$ cat config.mk
export PLATFORM = sky130hd
export DESIGN_NAME = mem_bus_arbiter
export DESIGN_NICKNAME = d
export VERILOG_FILES = /design/src/rtl/mem_bus_arbiter.sv
export SDC_FILE = /design/constraint.sdc
export NUM_CORES = 1
export LEC_CHECK = 0
export CORE_AREA = 4 4 106 108
export CTS_CLUSTER_DIAMETER = 50
export DETAILED_ROUTE_END_ITERATION = 7
export DIE_AREA = 0 0 110 112
export GPL_ROUTABILITY_DRIVEN = 0
export GPL_TIMING_DRIVEN = 0
export PLACE_DENSITY_LB_ADDON = 0.1
export SETUP_SLACK_MARGIN = 0.4
export SLEW_MARGIN = 15
export SYNTH_ARGS = -nofsm -noshare
export SYNTH_HDL_FRONTEND = slang
export SYNTH_SLANG_ARGS = --single-unit
$ cat constraint.sdc
create_clock -name clock -period 1.9 [get_ports clock]
set_clock_uncertainty 0.15 [all_clocks]
set_input_delay 0.19 -clock clock [delete_from_list [all_inputs] [get_ports clock]]
set_output_delay 0.19 -clock clock [all_outputs]
set_load 0.05 [all_outputs]
$ cat src/rtl/mem_bus_arbiter.sv
// Round-robin arbiter sharing one downstream memory port between IFU (read-only) and LSU.
// Forwards the IDLE winner combinationally, holds the grant until the response, and forces an error response on a stall.
module mem_bus_arbiter #(
   parameter  int TIMEOUT_CYCLES = 256,
   localparam int TW = (TIMEOUT_CYCLES > 0) ? $clog2(TIMEOUT_CYCLES + 1) : 1
) (
   input  logic        clock,
   input  logic        reset,
   input  logic        ifu_reqValid,
   input  logic [31:0] ifu_addr,
   output logic        ifu_respValid,
   output logic [31:0] ifu_rdata,
   output logic        ifu_err,
   input  logic        lsu_reqValid,
   input  logic        lsu_lock,
   input  logic        lsu_wen,
   input  logic [31:0] lsu_addr,
   input  logic [31:0] lsu_wdata,
   input  logic [1:0]  lsu_size,
   input  logic [3:0]  lsu_wmask,
   output logic        lsu_respValid,
   output logic [31:0] lsu_rdata,
   output logic        lsu_err,
   output logic        io_reqValid,
   input  logic        io_respValid,
   output logic [31:0] io_addr,
   output logic [31:0] io_wdata,
   input  logic [31:0] io_rdata,
   output logic [1:0]  io_size,
   output logic        io_wen,
   output logic [3:0]  io_wmask
);

   typedef enum logic [1:0] {IDLE, OWN_IFU, OWN_LSU} state_t;

   localparam logic [TW-1:0] TIMER_LAST = TW'((TIMEOUT_CYCLES > 0) ? TIMEOUT_CYCLES - 1 : 0);

   state_t        state_reg, state_next;
   logic          last_grant_reg, last_grant_next;
   logic [TW-1:0] timer_reg, timer_next;

   logic sel_ifu, sel_lsu, timeout, resp_fire;

   // Current source: the IDLE winner (fresh grant) or the held owner
   always_comb begin
      sel_ifu = 1'b0;
      sel_lsu = 1'b0;
      case (state_reg)
         IDLE: begin
            if (ifu_reqValid && lsu_reqValid) begin
               sel_lsu = ~last_grant_reg;
               sel_ifu = last_grant_reg;
            end else begin
               sel_ifu = ifu_reqValid;
               sel_lsu = lsu_reqValid;
            end
         end
         OWN_IFU: sel_ifu = 1'b1;
         OWN_LSU: sel_lsu = 1'b1;
         default: ;
      endcase
   end

   assign timeout   = (TIMEOUT_CYCLES > 0) && (state_reg != IDLE) &&
                      (timer_reg == TIMER_LAST) && !io_respValid;
   assign resp_fire = (sel_ifu || sel_lsu) && (io_respValid || timeout);

   always_comb begin
      io_addr     = 32'h0;
      io_wdata    = 32'h0;
      io_size     = 2'b00;
      io_wen      = 1'b0;
      io_wmask    = 4'b0000;
      io_reqValid = 1'b0;
      if (sel_ifu) begin
         io_addr = ifu_addr;
         io_size = 2'b10;
      end else if (sel_lsu) begin
         io_addr  = lsu_addr;
         io_wdata = lsu_wdata;
         io_size  = lsu_size;
         io_wen   = lsu_wen;
         io_wmask = lsu_wmask;
      end
      case (state_reg)
         IDLE:    io_reqValid = ifu_reqValid || lsu_reqValid;
         OWN_IFU: io_reqValid = ifu_reqValid && !timeout;
         OWN_LSU: io_reqValid = lsu_reqValid && !timeout;
         default: io_reqValid = 1'b0;
      endcase
   end

   assign ifu_respValid = sel_ifu && resp_fire;
   assign lsu_respValid = sel_lsu && resp_fire;
   assign ifu_err       = sel_ifu && timeout;
   assign lsu_err       = sel_lsu && timeout;
   assign ifu_rdata     = (sel_ifu && timeout) ? 32'h0 : io_rdata;
   assign lsu_rdata     = (sel_lsu && timeout) ? 32'h0 : io_rdata;

   always_comb begin
      state_next      = state_reg;
      last_grant_next = last_grant_reg;
      timer_next      = timer_reg;
      case (state_reg)
         IDLE: begin
            if (sel_ifu || sel_lsu) begin
               timer_next = '0;
               if (io_respValid) begin
                  last_grant_next = sel_lsu;
                  state_next      = (sel_lsu && lsu_lock) ? OWN_LSU : IDLE;
               end else begin
                  state_next = sel_lsu ? OWN_LSU : OWN_IFU;
               end
            end
         end
         OWN_IFU, OWN_LSU: begin
            if (io_respValid) begin
               last_grant_next = sel_lsu;
               timer_next      = '0;
               state_next      = (sel_lsu && lsu_lock) ? OWN_LSU : IDLE;
            end else if (timeout) begin
               last_grant_next = sel_lsu;
               timer_next      = '0;
               state_next      = IDLE;
            end else begin
               timer_next = timer_reg + 1'b1;
            end
         end
         default: state_next = IDLE;
      endcase
   end

   // last_grant resets to LSU so the first tie goes to IFU
   always_ff @(posedge clock) begin
      if (reset) begin
         state_reg      <= IDLE;
         last_grant_reg <= 1'b1;
         timer_reg      <= '0;
      end else begin
         state_reg      <= state_next;
         last_grant_reg <= last_grant_next;
         timer_reg      <= timer_next;
      end
   end

endmodule

==> flow_results.org <==
** Worst setup path
- The worst register-to-register path ends at state_reg[0].
- For flop-to-flop paths, the worst setup slack is -0.19 ns.
- Crit Path Max Fanout :: 5
- By startpoint and endpoint, the worst setup path is classified as reg -> out.
- STA puts the critical path data required time at 1.56 ns.
- In this run the worst setup path terminates at io_addr[15].
- R2R depth :: 6
- STA classifies the critical path startpoint as a flop.
- In this run the worst setup path begins at state_reg[0].
- Worst reg2reg path startpoint :: state_reg[0]
- Data arrives at the worst endpoint at approximately 2 ns.
- The worst setup path is captured at a primary output.

** CTS
- # H-tree levels :: 1
- Clock tree from TritonCTS :: built
- The cell sitting at the root of the clock tree is a sky130_fd_sc_hd__clkbuf_8.
- Buffer depth of the longest clock path :: 2
- TritonCTS created 3 clock buffers.
- After clock tree synthesis, the clock-pin slew on the worst setup and hold paths is 0.06 ns.
- Clock tree synthesis found a total of 12 sinks.
- Latest clock arrival within the worst-skew pair :: between 0.2 and 0.3 ns
- Hold buffers post-CTS :: 0

** Timing
- Setup-violating endpoint count in the final report :: around 150
- Derived from the worst setup path, the maximum achievable clock frequency is 428.6 MHz.
- After layout, the worst path uses 122.8% of the clock period.
- Final hold vios :: 0
- Relative slew margins :: between 60% and 70%
- Final Worst Setup Slack :: -0.4334 ns
- The worst path in the final design needs a cycle of between 2 and 2.5 ns, including I/O delays and setup.
- Measured slew at the worst slew-check pin :: 0.5089 ns
- The number of slew-limit violations in the final report was 0.
- RSZ-0062 raised after global routing :: yes

** GRT
- Largest net degree at the start of global routing :: 11
- All-layer global routing usage :: approximately 22%
- GRT met1 Usage :: 21.43%
- Initial antenna violation count :: 4
- Summed over all layers, the global routing overflow is 0.
- Vias in the first global route :: about 3500
- The first global-routing pass estimated a little over 20 mm of wire.
- met2 is the most crowded layer.
- Met2 Use GR :: between 40 and 50%
- For met3 alone, demand over resource in global routing was 9.565%.

** Floorplan
- Once the floorplan was initialized, standard cells occupied a little under a fifth of the core.
- I/O pin total :: about 280
- The floorplan step defined a core boundary enclosing between 0.01 and 0.015 mm².
- The floorplan step defined a die boundary enclosing roughly 0.012 mm².
- Row generation in the floorplan step produced 37 rows.
- Overall die height :: 112 µm
- Die width :: 110 µm

** Yosys
- A synthesized cell averages ~7.3 µm².
- The Yosys step of the flow raised 0 warnings.
- After synthesis the cells add up to about 0.0019 mm².
- Among all flip-flop cells after synthesis, the most frequent one is sky130_fd_sc_hd__dfxtp_1.
- The netlist uses 46 different library cells.
- After synthesis, flip-flops and latches occupy between 10% and 20% of the total area.
- Syn Inst Count :: roughly 260
- Number of flops mapped to enable cells by yosys :: 0
- Post-synthesis sequential element count :: 12
- Synthesized netlist net count :: between 400 and 500
- In the synthesized netlist the async set-or-reset flop fraction comes to 0%.

** Outcome
- Status :: finished with violations
- The checks that failed: setup timing.

** Route
- For this run, design rule violations remaining after detail routing come to 0.
- Post-detailed-route via-to-cell ratio :: between 4 and 5
- The routed layout has between 3000 and 4000 vias.
- The first routing iteration left between 70 and 80 violations.
- In this run the remaining antenna-violating nets after routing total 0.
- Wire length per cell :: 20.08 µm
- The routed design has about 15 mm of wire.
- The pre-antenna-repair detailed-routing pass consisted of 5 iterations.

** Placed design
- Summed over all nets, the half-perimeter wirelength after detailed placement is 11.17 mm.
- Cell count after placement :: 670
- # port buffers :: roughly 280
- Post-placement cell area :: approximately 0.0058 mm²

** Final layout
- Design area :: about 0.0073 mm²
- Final Non-Filler Cells :: between 700 and 800
- Measured on the finished design, the core utilization comes to a little under three quarters.
- Max FFs per register :: 9
- Compared with the post-synthesis result, the final layout area differs by 288.7%.
- Share of post-route cells with drive strength above 1 :: between 60% and 70%
- Final layout net count :: between 700 and 800

** Power and ir drop
- Total Power :: 0.005319 W
- VDD sags by at most between 0.6 and 0.7 mV.
- Leakage power :: 3.272 nW
- Power density over the cells :: 727.7 mW/mm²

** Flow run
- The tool flagged a number of max-cap violations equal to 0.

** Hold path
- Class of the tightest hold or removal check :: in -> reg
==> worst min-delay path by stage <==
stage / startpoint / end / slack, ns / depth (start not counted)
2_1_floorplan: timer_reg[5] / timer_reg[5] / 0.30 / 2
3_3_place_gp: timer_reg[5] / timer_reg[5] / 0.32 / 2
3_5_place_dp: timer_reg[5] / timer_reg[5] / 0.33 / 2
4_1_cts: reset / timer_reg[1] / 0.21 / 2
5_1_grt: reset / timer_reg[1] / 0.27 / 2
6_report: reset / timer_reg[1] / 0.21 / 2
==> per-stage QoR <==
| step | hold slack, ns | TNS (ns) | worst slack [ns] |
|---|---|---|---|
| floorplan | 0.2998 | -7.312 | -0.1198 |
| global placement | 0.3159 | -142.91 | -1.220 |
| detailed placement | 0.3329 | -144.76 | -1.255 |
| CTS | 0.2115 | -53.68 | -0.4168 |
| global route | 0.2696 | -67.70 | -0.5146 |
| finish | 0.2055 | -55.18 | -0.4334 |
==> synthesized netlist by cell type, drive strengths merged, types with 2 or more instances <==
cell	count	area [µm²]
a21o	2	16.27
a21oi	10	50.05
a22o	32	280.3
a31o	2	17.52
a31oi	2	12.51
a32oi	2	17.52
and2	40	252.7
buf	13	86.32
clkbuf	10	42.54
dfxtp	12	240.2
ha	6	75.07
inv	8	30.03
nand2	6	22.52
nand2b	2	12.51
nand4	2	12.51
nor2	11	48.80
nor2b	65	414.1
o2111ai	2	17.52
o21ai	6	30.03
or3	2	12.51
or4	3	22.52
xnor2	2	17.52
==> per-layer routing <==
metal  wire [µm]  share of wire [%]  vias up
met5          35               0.24        -
met4         335                2.3        6
met3        1698                 12       30
met2        7969                 54      147
met1        4660                 32     1567
li1            -                  -     1581
==> cells in the final DEF, fill, tap and decap left out, types with 5 or more instances in the layout <==
cell type / count
sky130_fd_sc_hd__buf_4: 28
sky130_fd_sc_hd__nand2_1: 5
sky130_fd_sc_hd__a22o_4: 32
sky130_fd_sc_hd__inv_1: 5
sky130_fd_sc_hd__and2_4: 40
sky130_fd_sc_hd__ha_4: 5
sky130_fd_sc_hd__a21oi_1: 8
sky130_fd_sc_hd__buf_6: 85
sky130_fd_sc_hd__dfxtp_2: 6
sky130_fd_sc_hd__clkdlybuf4s50_1: 137
sky130_fd_sc_hd__clkbuf_16: 14
sky130_fd_sc_hd__nor2b_2: 27
sky130_fd_sc_hd__nor2b_4: 38
sky130_fd_sc_hd__buf_12: 17
sky130_fd_sc_hd__buf_8: 69
sky130_fd_sc_hd__o21ai_0: 5
sky130_fd_sc_hd__nor2_1: 5
==> logic make-up (layout without fill, tap and decap cells) <==
logic type      after synthesis  after routing  synth area share (%)
simple gates                139            139                 46.71
compound gates               66             66                 27.15
buf+inv                      31            370                 8.449
flops                        12             12                 12.77
fa+ha+maj                     6              6                 3.992
xor+xnor                      2              2                0.9316
other cells                   0              1                     0
==> repair_timing <==
item,CTS,global route
pin swaps,20,9
setup buffers,34,8
setup endpoints to repair,152,152
resized for setup,1091,43
cloned,10,5
==> critical path: stages, from the launching register on <==
cell	delay, ns
sky130_fd_sc_hd__dfxtp_2	0.35
sky130_fd_sc_hd__inv_4	0.05
sky130_fd_sc_hd__ha_4	0.14
sky130_fd_sc_hd__buf_6	0.12
sky130_fd_sc_hd__buf_8	0.12
sky130_fd_sc_hd__a31oi_4	0.19
sky130_fd_sc_hd__nor2_4	0.09
sky130_fd_sc_hd__clkbuf_16	0.17
sky130_fd_sc_hd__clkbuf_16	0.16
sky130_fd_sc_hd__a22o_4	0.21
sky130_fd_sc_hd__buf_6	0.15
==> where the power goes <==
part	leakage (nW)	switching, W	internal, W
combinational	3.14	0.00242	0.00232
sequential	0.102	0.0000144	0.000268
clock	0.0288	0.000109	0.000184
total	3.27	0.00255	0.00277
==> area by class of cell <==
cell class	count	area, µm²
Timing Repair Buffer	335	3981
Fill cell	694	2922
Multi-Input combinational cell	213	2414
Buffer	23	396.6
Sequential cell	12	255.2
Tap cell	136	170.2
Clock buffer	4	55.05
Inverter	8	35.03
Antenna cell	1	2.502
Note: power is estimated with default switching activity, not from simulation.
